$ cat config.mk
export PLATFORM = sky130hd
export DESIGN_NAME = monitor_eval_scheduler
export DESIGN_NICKNAME = d
export VERILOG_FILES = /design/src/rtl/monitor_sched_pkg.sv /design/src/rtl/monitor_event_fifo.sv /design/src/rtl/monitor_eval_scheduler.sv
export SDC_FILE = /design/constraint.sdc
export NUM_CORES = 1
export LEC_CHECK = 0
export CAP_MARGIN = 20
export CORE_UTILIZATION = 30
export DETAILED_ROUTE_END_ITERATION = 8
export SYNTH_ARGS = -nofsm -noshare
export SYNTH_HDL_FRONTEND = slang
export SYNTH_HIERARCHICAL = 1
export SYNTH_SLANG_ARGS = --single-unit
$ cat constraint.sdc
create_clock -name clk -period 3.75 [get_ports clk]
set_input_delay 0.5625 -clock clk [delete_from_list [all_inputs] [get_ports clk]]
set_output_delay 0.5625 -clock clk [all_outputs]
set_load 0.01 [all_outputs]
$ cat src/rtl/monitor_sched_pkg.sv
// Shared types for the monitor evaluation scheduler: tag type, queued event
// record and scheduler FSM states.
package monitor_sched_pkg;

    localparam int NUM_IN = 2;
    localparam int TAG_W  = 64;

    typedef logic signed [TAG_W-1:0] tag_t;

    typedef struct packed {
        tag_t              tag;
        logic [NUM_IN-1:0] inputs;
        logic              periodic;
    } event_t;

    typedef enum logic {
        IDLE = 1'b0,
        EVAL = 1'b1
    } state_t;

    // Tags wrap two's-complement; the add simply overflows.
    function automatic tag_t next_tag(input tag_t t);
        return t + tag_t'(1);
    endfunction

endpackage

$ cat src/rtl/monitor_event_fifo.sv
// Small synchronous event queue with registered read data; read data changes
// only on a pop and otherwise keeps the last popped entry.
module monitor_event_fifo
    import monitor_sched_pkg::*;
#(
    parameter int DEPTH = 4
) (
    input  logic                       clk,
    input  logic                       rst,
    input  logic                       push,
    input  logic                       pop,
    input  event_t                     wr_data,
    output event_t                     rd_data,
    output logic                       full,
    output logic                       empty,
    output logic [$clog2(DEPTH):0]     count
);

    localparam int AW = $clog2(DEPTH);
    localparam int CW = AW + 1;

    event_t          mem [DEPTH];
    logic [AW-1:0]   wr_ptr_r;
    logic [AW-1:0]   rd_ptr_r;
    logic [CW-1:0]   count_r;
    event_t          rd_data_r;
    logic            do_push_s;
    logic            do_pop_s;

    assign full      = (count_r == CW'(DEPTH));
    assign empty     = (count_r == {CW{1'b0}});
    assign count     = count_r;
    assign rd_data   = rd_data_r;
    assign do_push_s = push && !full;
    assign do_pop_s  = pop && !empty;

    // Storage array write port.
    always_ff @(posedge clk) begin
        if (do_push_s) begin
            mem[wr_ptr_r] <= wr_data;
        end
    end

    // Pointers, occupancy and registered read data.
    always_ff @(posedge clk or posedge rst) begin
        if (rst) begin
            wr_ptr_r  <= {AW{1'b0}};
            rd_ptr_r  <= {AW{1'b0}};
            count_r   <= {CW{1'b0}};
            rd_data_r <= '0;
        end else begin
            if (do_push_s) begin
                wr_ptr_r <= wr_ptr_r + AW'(1);
            end
            if (do_pop_s) begin
                rd_ptr_r  <= rd_ptr_r + AW'(1);
                rd_data_r <= mem[rd_ptr_r];
            end
            case ({do_push_s, do_pop_s})
                2'b10:   count_r <= count_r + CW'(1);
                2'b01:   count_r <= count_r - CW'(1);
                default: count_r <= count_r;
            endcase
        end
    end

endmodule

$ cat src/rtl/monitor_eval_scheduler.sv
// Timestamps input events and periodic deadlines, queues them, and sweeps a
// one-hot layer enable across the evaluation layers for each popped event.
module monitor_eval_scheduler
    import monitor_sched_pkg::*;
#(
    parameter int NUM_LAYERS = 3,
    parameter int PERIOD     = 500,
    parameter int DEPTH      = 4
) (
    input  logic                    clk,
    input  logic                    rst,
    input  logic                    en,
    input  logic [NUM_IN-1:0]       new_input,
    output logic                    q_push,
    output logic                    q_push_valid,
    output logic                    q_pop,
    output logic                    q_pop_valid,
    output logic signed [TAG_W-1:0] llc_tag,
    output logic [NUM_IN-1:0]       ev_inputs,
    output logic                    ev_periodic,
    output logic [NUM_LAYERS-1:0]   layer_en,
    output logic                    slide,
    output logic                    busy,
    output logic                    overflow
);

    localparam int TW = (PERIOD > 1) ? $clog2(PERIOD) : 1;
    localparam int IW = (NUM_LAYERS > 1) ? $clog2(NUM_LAYERS) : 1;
    localparam int CW = $clog2(DEPTH) + 1;

    logic [TW-1:0]         timer_r;
    tag_t                  tag_cnt_r;
    state_t                state_r;
    state_t                next_state_s;
    logic [IW-1:0]         idx_r;
    logic [IW-1:0]         next_idx_s;
    logic [NUM_LAYERS-1:0] next_layer_s;

    logic                  deadline_s;
    logic                  push_req_s;
    logic                  push_acc_s;
    logic                  pop_s;
    logic                  full_s;
    logic                  empty_s;
    logic [CW-1:0]         count_s;
    event_t                wr_data_s;
    event_t                rd_data_s;

    assign deadline_s = en && (timer_r == TW'(PERIOD - 1));
    assign push_req_s = en && ((|new_input) || deadline_s);
    // Occupancy is taken before the edge, so a same-edge pop never frees a slot.
    assign push_acc_s = push_req_s && (count_s < CW'(DEPTH));

    assign wr_data_s.tag      = next_tag(tag_cnt_r);
    assign wr_data_s.inputs   = new_input;
    assign wr_data_s.periodic = deadline_s;

    monitor_event_fifo #(
        .DEPTH (DEPTH)
    ) u_fifo (
        .clk     (clk),
        .rst     (rst),
        .push    (push_acc_s),
        .pop     (pop_s),
        .wr_data (wr_data_s),
        .rd_data (rd_data_s),
        .full    (full_s),
        .empty   (empty_s),
        .count   (count_s)
    );

    assign llc_tag     = rd_data_s.tag;
    assign ev_inputs   = rd_data_s.inputs;
    assign ev_periodic = rd_data_s.periodic;
    assign slide       = layer_en[0] && rd_data_s.periodic;

    // Deadline timer and tag counter.
    always_ff @(posedge clk or posedge rst) begin
        if (rst) begin
            timer_r   <= {TW{1'b0}};
            tag_cnt_r <= '0;
        end else if (en) begin
            timer_r <= deadline_s ? {TW{1'b0}} : timer_r + TW'(1);
            if (push_acc_s) begin
                tag_cnt_r <= next_tag(tag_cnt_r);
            end
        end else begin
            timer_r   <= timer_r;
            tag_cnt_r <= tag_cnt_r;
        end
    end

    // Next-state, pop decision and next layer enable.
    always_comb begin
        next_state_s = state_r;
        next_idx_s   = idx_r;
        pop_s        = 1'b0;
        next_layer_s = {NUM_LAYERS{1'b0}};
        if (en) begin
            case (state_r)
                IDLE: begin
                    if (!empty_s) begin
                        pop_s        = 1'b1;
                        next_state_s = EVAL;
                        next_idx_s   = {IW{1'b0}};
                    end else begin
                        next_state_s = IDLE;
                    end
                end
                EVAL: begin
                    if (idx_r == IW'(NUM_LAYERS - 1)) begin
                        next_idx_s = {IW{1'b0}};
                        if (!empty_s) begin
                            pop_s        = 1'b1;
                            next_state_s = EVAL;
                        end else begin
                            next_state_s = IDLE;
                        end
                    end else begin
                        next_idx_s = idx_r + IW'(1);
                    end
                end
                default: begin
                    next_state_s = IDLE;
                    next_idx_s   = {IW{1'b0}};
                end
            endcase
        end else begin
            next_state_s = state_r;
        end
        for (int i = 0; i < NUM_LAYERS; i++) begin
            next_layer_s[i] = (next_state_s == EVAL) && (next_idx_s == IW'(i));
        end
    end

    // FSM state and registered telemetry outputs; en low freezes everything.
    always_ff @(posedge clk or posedge rst) begin
        if (rst) begin
            state_r      <= IDLE;
            idx_r        <= {IW{1'b0}};
            q_push       <= 1'b0;
            q_push_valid <= 1'b0;
            q_pop        <= 1'b0;
            q_pop_valid  <= 1'b0;
            layer_en     <= {NUM_LAYERS{1'b0}};
            busy         <= 1'b0;
            overflow     <= 1'b0;
        end else if (en) begin
            state_r      <= next_state_s;
            idx_r        <= next_idx_s;
            q_push       <= push_req_s;
            q_push_valid <= push_acc_s;
            q_pop        <= pop_s;
            q_pop_valid  <= pop_s;
            layer_en     <= next_layer_s;
            busy         <= (next_state_s == EVAL);
            if (push_req_s && full_s) begin
                overflow <= 1'b1;
            end
        end else begin
            state_r <= state_r;
        end
    end

endmodule

# After elaboration in Yosys (flattened, before gate mapping)

Memory sizes are Yosys's and may differ from the RTL's. A register that Yosys moved wholly into a read port is not among the register bits.
Cells that the tools add are included.

Register bits after elaboration: 90
RAM bits: 268
Bits of input ports: 5
Output and inout port bits: 77
Word-level logic and storage cells: 63
Memories: 1

Add/sub/neg operators: 7
$lt $le $gt $ge: 1
Equality and inequality tests: 7
Multiplexer cells: 15
Bitwise logic cells: 1
Reduce and logical (&&, ||, !) cells: 19

Memories:

| name       | words | width | rd ports | clocked after Yosys merged registers in | write ports | line                     | text |
|---|---|---|---|---|---|---|---|
| u_fifo.mem | 4     | 67    | 1        | 1                                       | 1           | monitor_event_fifo.sv:22 | `event_t mem [DEPTH];` |

Operators with widths:

| cell                                                                   | count |
|---|---|
| 64-bit by 2-bit adder with 64-bit output (second input constant)       | 1 |
| 1-bit logical AND                                                      | 10 |
| 9-bit by 1-bit adder with 9-bit output (second input constant)         | 1 |
| 9-bit equality test (second input constant)                            | 1 |
| 9-bit 2-to-1 mux                                                       | 1 |
| 1-bit 2-to-1 mux                                                       | 7 |
| 2-bit by 1-bit adder with 2-bit output (second input constant)         | 3 |
| 2-bit equality test (second input constant)                            | 3 |
| 2-bit 2-to-1 mux                                                       | 3 |
| 3-bit one-hot mux with 2 select lines                                  | 1 |
| 2-bit by 1-bit equality test with 1-bit output (second input constant) | 2 |
| 1-bit one-hot mux with 2 select lines                                  | 2 |
| 2-bit one-hot mux with 2 select lines                                  | 1 |
| 2-bit AND reduction                                                    | 2 |
| 3-bit by 1-bit adder with 3-bit output (second input constant)         | 1 |
| 3-bit equality test (second input constant)                            | 1 |
| 3-bit logical NOT                                                      | 1 |
| 3-bit less-than comparator (second input constant)                     | 1 |
| 3-bit by 1-bit subtractor with 3-bit output (second input constant)    | 1 |
| 1-bit logical NOT                                                      | 2 |
| 2-bit logical NOT                                                      | 1 |
| 2-bit nonzero test                                                     | 1 |
| 2-bit OR reduction                                                     | 1 |
| 1-bit logical OR                                                       | 1 |
| 1-bit NOT                                                              | 1 |

# Logic depth before layout (Yosys ltp)

Gate-level depths: netlist (run 1).

Depth in word-level cells: 8
Depth in mapped cells: 15
Gate-level depth less buffers: 13

# Modules after synthesis

Netlist (run 1), hierarchy kept.

Modules (own cells, without submodules):

| module                 | times used | cells an instance | area each (um^2) | sequential area each (um^2) |
|---|---|---|---|---|
| monitor_event_fifo     | 1          | 672               | 12603.3          | 9899.5 |
| monitor_eval_scheduler | 1          | 527               | 4887.2           | 2077.0 |

# Worst setup path after synthesis (run 1)

Ideal clock, no wire load.

Path type: input to register
From: in en
To: mem u_fifo/mem[2][0] (netlist bit), enable pin
Library setup time: 0.432 ns
Arrival time: 3.499 ns
Data required time: 3.318 ns
Path slack: -0.181 ns
Stages on the path: 8
Buffers on the path: 2
Path through: nand4b_1 > o31ai_1 > nand2b_1 > clkbuf_1 > clkinv_1 > buf_2 > nor2b_1 > and2_1

Longest elaborated chain between the ends: 7

Ends and longest elaborated chain:

| what                                     | line                         | text |
|---|---|---|
| start, declared                          | monitor_eval_scheduler.sv:12 | `input logic en,` |
| 1-bit logical AND                        | monitor_eval_scheduler.sv:49 | `assign deadline_s = en && (timer_r == TW'(PERIOD - 1));` |
| 1-bit logical OR                         | monitor_eval_scheduler.sv:50 | `assign push_req_s = en && ((\|new_input) \|\| deadline_s);` |
| 1-bit logical AND *                      | monitor_eval_scheduler.sv:50 |  |
| 1-bit logical AND *                      | monitor_eval_scheduler.sv:52 | `assign push_acc_s = push_req_s && (count_s < CW'(DEPTH));` |
| via push_acc_s                           | monitor_eval_scheduler.sv:41 | `logic push_acc_s;` |
| 1-bit logical AND *                      | monitor_event_fifo.sv:34     | `assign do_push_s = push && !full;` |
| 1-bit 2-to-1 mux *                       | monitor_event_fifo.sv:39     | `if (do_push_s) begin` |
| 1-bit 2-to-1 mux (implied by the code) * | monitor_event_fifo.sv:40     | `mem[wr_ptr_r] <= wr_data;` |
| end, declared                            | monitor_event_fifo.sv:22     |  |

The timed path passes the listed nets; every way through them passes the cells marked *.

==> metrics, run 1 <==
status complete, no violations; Fin Setup TNS 0 ps; Worst Hold Depth 2; drt wl/cell about 17 um; # hold bufs at CTS 0; Seq/Total Area, Yosys 0.685; FF-to-FF path depth 6; DIE AREA a little under 60,000 sq um; Die H ~240 um; reg2reg start tag_cnt_r[1]$_DFFE_PP0P_; worst hold margin 471 ps; fillers approximately 5,500; Max clock buf depth 3; first-pass GRT wire length 55,700 um; drc violations 0; ANT cells 0; Critical Path Source Type flip-flop; Final Hold Vio Count 0; Power Dens Cells around 700 nW/um^2; Slew @ Worst Pin approximately 830 ps; post-CTS setup repair buffer count 0; vias after detailed routing around 9,500; most frequent cell after synthesis edfxtp_1; Tcrit/Tclk final 0.756; Core Rows slightly below 90; post-route ant nets 0; Highest Clock Rate between 300 and 400 MHz; initial antenna violation count 0; average size of a mapped cell between 10 and 15 sq um; dpl hpwl 22,000 um; initial drt markers ~530; Hold WC Path Type reg -> reg; Clock Skews about 12 ps; clock buffer count from CTS 43; RSZ-0062 raised after global routing no; max-slew violations 0; total clock sinks approximately 430; CP Class reg -> reg; Initial Util 0.303; reg-to-reg critical path endpoint u_fifo/mem[3][49]$_DFFE_PP_; WP data arrival roughly 3100 ps; Multi-input gate area 5150 sq um; clock-pin slew on the worst setup and hold paths 60 ps; final WL 34,800 um; R2R Setup Slk between 900 and 1000 ps; setup violators final 0; final net count ~1,300; Final min period 2840 ps; EDFF count, synth between 200 and 300; vias in the first global route 9,978; Die X between 200 and 250 um; Core Util, Final 0.359; I/O pin count about 80; LEAKAGE between 7 and 8 nW; Max H-tree Level 2; Max Cap Violations 0; Port Buffers 81; Seq cells post-synth between 400 and 500; dominant synthesized flop cell edfxtp_1; Slew HR 0.443; combined flip-flop and latch cell area about 12,000 sq um; Area Overhead vs Synth 18.4%; routability-driven placement congestion ratio 0.758; DR vias/cell ~4.6; Resized Gates After CTS 0; largest net degree at the start of global routing between 60 and 70; worst vdd ir approximately 0.35 mV; synth top area cells edfxtp_1 (46%), dfrtp_1 (22%), mux4_2 (8.6%), nand2_1 (5.5%), xor2_1 (3.7%); area share of the largest cell type after synthesis 0.460; CTS tree done; worst skew pair latency 540 ps; Post-synth ARST share 0.369; mapped cell area roughly 17,000 sq um; Synth Instances 1,199; gr usage total 0.119; Yosys top cell by area edfxtp_1; synth warn 6; Netlist cell types 53; CP Data Required Time between 4000 and 5000 ps; Core Region between 50,000 and 60,000 sq um; Post-Syn Nets about 1,200; GRT Residual Overflow 0; DRT Pass-1 Iters 4; CP Max Fanout 12; Hold Startpoint u_fifo/rd_data[25]$_DFFE_PP0P_; critical path endpoint category flip-flop; leading cell types by count after synthesis edfxtp_1 (268), nand2_1 (254), dfrtp_1 (157); Root Buffer clkbuf_16; ratio of cells with drive above 1 in the final layout 0.134; Hold EP u_fifo/rd_data[25]$_DFFE_PP0P_
[power breakdown]
| part | leakage (nW) | internal, mW | switching, mW |
|---|---|---|---|
| clock network | 0.718 | 2.70 | 1.76 |
| logic | 2.56 | 1.78 | 1.81 |
| registers | 4.52 | 5.90 | 0.583 |
| total | 7.80 | 10.4 | 4.16 |
[registers in the layout (all words and copies together) (netlist names), 2 cells and up]
| register | flops |
|---|---|
| u_fifo/rd_ptr_r | 2 |
| u_fifo/wr_ptr_r | 2 |
| u_fifo/mem | 268 |
| layer_en | 3 |
| timer_r | 9 |
| u_fifo/count | 3 |
| idx_r | 2 |
| tag_cnt_r | 64 |
| u_fifo/rd_data | 67 |
[metal layers]
metal	track usage	vias to the layer above	share of wire
li1	-	4482	-
met1	0.151	4840	0.43
met2	0.205	143	0.50
met3	0.0207	52	0.039
met4	0.0364	0	0.022
met5	0	-	0
[per-stage QoR]
step | area (sq um) | total power, mW | instances | setup WS (ps)
6_report | 20700 | 14.5 | 2089 | 913
5_1_grt | 20700 | 15.3 | 2089 | 666
4_1_cts | 20700 | 14.8 | 2089 | 944
3_5_place_dp | 19200 | 10.3 | 2011 | 774
3_3_place_gp | 19200 | 10.2 | 2011 | 768
2_1_floorplan | 17500 | 8.73 | 1199 | 538
[worst max-delay path by stage]
stage                                   startpoint                           to  slack, ps  cells past startpoint
after floorplan                                 en   u_fifo/mem[0][0]$_DFFE_PP_        540                      8
after global placement                new_input[1]  u_fifo/count[2]$_DFFE_PP0P_        770                     13
after detailed placement                        en  u_fifo/mem[2][36]$_DFFE_PP_        770                      9
after CTS                 tag_cnt_r[1]$_DFFE_PP0P_  u_fifo/mem[0][49]$_DFFE_PP_        940                      6
after global routing      tag_cnt_r[1]$_DFFE_PP0P_  u_fifo/mem[3][49]$_DFFE_PP_        670                      6
final                     tag_cnt_r[1]$_DFFE_PP0P_  u_fifo/mem[3][49]$_DFFE_PP_        910                      6
[cell usage in the layout (no fill, tap or decap), types with 8 or more instances in the layout]
cell,instances
xnor2_1,63
bufinv_16,8
clkbuf_16,43
o21ai_0,8
buf_12,8
buf_4,13
clkinv_2,10
mux4_2,67
inv_1,15
nor2_1,54
nand4_1,30
dfrtp_1,155
nor3_1,35
clkdlybuf4s50_1,81
edfxtp_1,268
nor4_1,10
xor2_1,73
and3_1,9
nand2_1,254
nand3_1,34
[layout make-up]
class                           count  share of cell area
Sequential cell                   425               0.579
Clock inverter                     28              0.0170
Clock buffer                       50              0.0542
Inverter                           19             0.00356
Multi-Input combinational cell    700               0.249
Timing Repair Buffer              102              0.0516
Tap cell                          765              0.0462
[logic make-up after synthesis]
kind of cell / count (synthesis) / synth area share
compound gates: 22 / 0.00930
xor+xnor: 136 / 0.0681
fa+ha+maj: 8 / 0.00615
buf+inv: 74 / 0.0210
flops: 425 / 0.685
mux: 69 / 0.0875
simple gates: 465 / 0.123
[critical path, cell delays in order (launching register included)]
cell     delay (ps)
dfrtp_1         390
ha_1            270
nand4_1         230
nor2_2          520
and4b_1         630
nand2_1         130
xnor2_1         420
Note: power is estimated with default switching activity, not from simulation.
==> run 2: changes to the inputs <==
Clock period 3.75 ns to 2.9 ns, I/O delays scaled along.
==> metrics, run 2 (synthesized netlist as in run 1, its figures left out) <==
post-route ant nets 0 (unchanged); Psw 5.41 mW (+30%); Power Dens Cells 901 nW/um^2 (+28%); switch share 0.287 (+0.00135); drt wl/cell 16.6 um (-0.34%); most frequent cells in the layout edfxtp_1 (268), nand2_1 (254), dfrtp_1 (155); Slew @ Worst Pin 799 ps (-28.5 ps); final net count 1,328 (+1.8%); Highest Clock Rate 397 MHz (+13%); placement-stage cell area 19,400 sq um (+0.96%); CP Max Fanout 12 (unchanged); Max Cap Violations 0 (unchanged); Port Buffers 81 (unchanged); Pwr Total 18.8 mW (+30%); max-slew violations 0 (unchanged); reg2reg start tag_cnt_r[5]$_DFFE_PP0P_; Area Overhead vs Synth 19.4%; Die X 243 um (unchanged); initial antenna violation count 0 (unchanged); Final Hold Vio Count 0 (unchanged); ratio of cells with drive above 1 in the final layout 0.149 (+0.0146); GRT Residual Overflow 0 (unchanged); DR vias/cell 4.53 (-0.65%); LEAKAGE 7.92 nW (+1.5%); reg-to-reg critical path endpoint u_fifo/mem[1][49]$_DFFE_PP_; commonest non-fill, non-tap cell in the layout edfxtp_1; largest net degree at the start of global routing 75 (+8.7%); Core Rows 88 (unchanged); Hold WC Path Type in -> async; worst vdd ir 0.342 mV (-1.4%); Tcrit/Tclk final 0.869 (+0.112); FF-to-FF path depth 7 (+1); DRT Pass-1 Iters 5 (+1); vias in the first global route 10,100 (+1.2%); critical path endpoint category flip-flop; R2R Setup Slk 380 ps (-530 ps); CP Data Required Time 3200 ps (-840 ps); # hold bufs at CTS 0 (unchanged); Final min period 2520 ps (-317 ps); first-pass GRT wire length 57,000 um (+2.3%); final setup margin 380 ps (-533 ps); worst skew pair latency 560 ps (+20 ps); drc violations 0 (unchanged); routability-driven placement congestion ratio 0.767 (+1.1%); DIE AREA 59,300 sq um (unchanged); Setup WS pre-CTS 88.1 ps (-686 ps); Die H 243 um (unchanged); clock share of power 0.305 (-0.002); setup violators final 0 (unchanged); RSZ-0062 raised after global routing no; gr usage total 0.122 (+0.00316); Resized Gates After CTS 0 (unchanged); clock buffer count from CTS 44 (+2.3%); clock-pin slew on the worst setup and hold paths 60 ps (about the same); max reg flops 268 (unchanged); post-route cell area 20,900 sq um (+0.88%); sequential share of power 0.445 (about the same); dpl hpwl 22,500 um (+2.4%); Top reg by flops u_fifo/mem; Critical Path Source Type flip-flop; post-CTS setup repair buffer count 0 (unchanged); combinational share of power 0.250 (+0.003); vias after detailed routing 9,568 (+0.54%); count of non-filler cells in the finished layout 2,114 (+1.2%); status complete, no violations; WP data arrival 2820 ps (-310 ps); Core Region 57,700 sq um (unchanged); ANT cells 0 (unchanged); Internal 13.4 mW (+29%); Max H-tree Level 2 (unchanged); Max clock buf depth 3 (unchanged); Slew HR 0.467 (+0.0241); Initial Util 0.303 (unchanged); final WL 35,100 um (+0.86%); initial drt markers 573 (+7.3%); total clock sinks 425 (unchanged); Fin Setup TNS 0 ps (unchanged); CP Class reg -> reg; DP Cell Count 2,034 (+1.1%); CTS tree done; Clock Skews 15.3 ps (+3.46 ps); I/O pin count 82 (unchanged); Root Buffer clkbuf_16
## run 2: cell types whose count changed in the layout (fill, tap and decap cells not counted), sizes merged
cell,delta
bufinv,-2
clkbuf,+4
buf,+23
inv,-2
clkinv,+1
clkinvlp,+1
## run 2: power groups by stage
stage / clock network (mW) / registers [mW] / logic, mW
6_report: 5.74 / 8.37 / 4.71
5_1_grt: 6.14 / 8.53 / 5.21
4_1_cts: 5.93 / 8.41 / 4.88
3_5_place_dp: 0 / 8.52 / 4.85
3_3_place_gp: 0 / 8.48 / 4.85
2_1_floorplan: 0 / 8.42 / 2.87
## run 2: how the worst max path moves through the flow
stage / cells past startpoint / from / end
after global routing: 6 / tag_cnt_r[5]$_DFFE_PP0P_ / u_fifo/mem[1][55]$_DFFE_PP_
after CTS: 7 / tag_cnt_r[5]$_DFFE_PP0P_ / u_fifo/mem[3][49]$_DFFE_PP_
after floorplan: 9 / timer_r[0]$_DFFE_PP0P_ / u_fifo/mem[0][0]$_DFFE_PP_
after global placement: 13 / new_input[1] / u_fifo/count[2]$_DFFE_PP0P_
final: 7 / tag_cnt_r[5]$_DFFE_PP0P_ / u_fifo/mem[1][49]$_DFFE_PP_
after detailed placement: 13 / new_input[0] / u_fifo/count[2]$_DFFE_PP0P_
## run 2: worst max-delay path, cell delays in order (launching register included)
cell     delay (ps)
dfrtp_1         460
nand4_1         320
nor2_2          340
buf_4           210
and4b_1         230
buf_4           210
nand2_1          80
xnor2_1         410
## run 2: cell type report
type / instances / area [sq um]
Inverter: 19 / 73.8
Clock buffer: 54 / 1180
Timing Repair Buffer: 125 / 1250
Fill cell: 5506 / 36800
Sequential cell: 425 / 12000
Tap cell: 765 / 957
Multi-Input combinational cell: 700 / 5150
Clock inverter: 26 / 290
## run 2: routing by layer
layer  GRT usage  vias to the layer above  part of all wire
li1            -                     4535                 -
met1       0.154                     4846              0.44
met2       0.209                      133              0.50
met3      0.0213                       54             0.039
met4      0.0448                        0             0.027
met5           0                        -                 0
## run 2: through the flow
step	hold slack, ps	utilization
6_report	379	0.362
3_3_place_gp	459	0.337
5_1_grt	452	0.362
4_1_cts	385	0.362
2_1_floorplan	448	-
3_5_place_dp	463	0.337
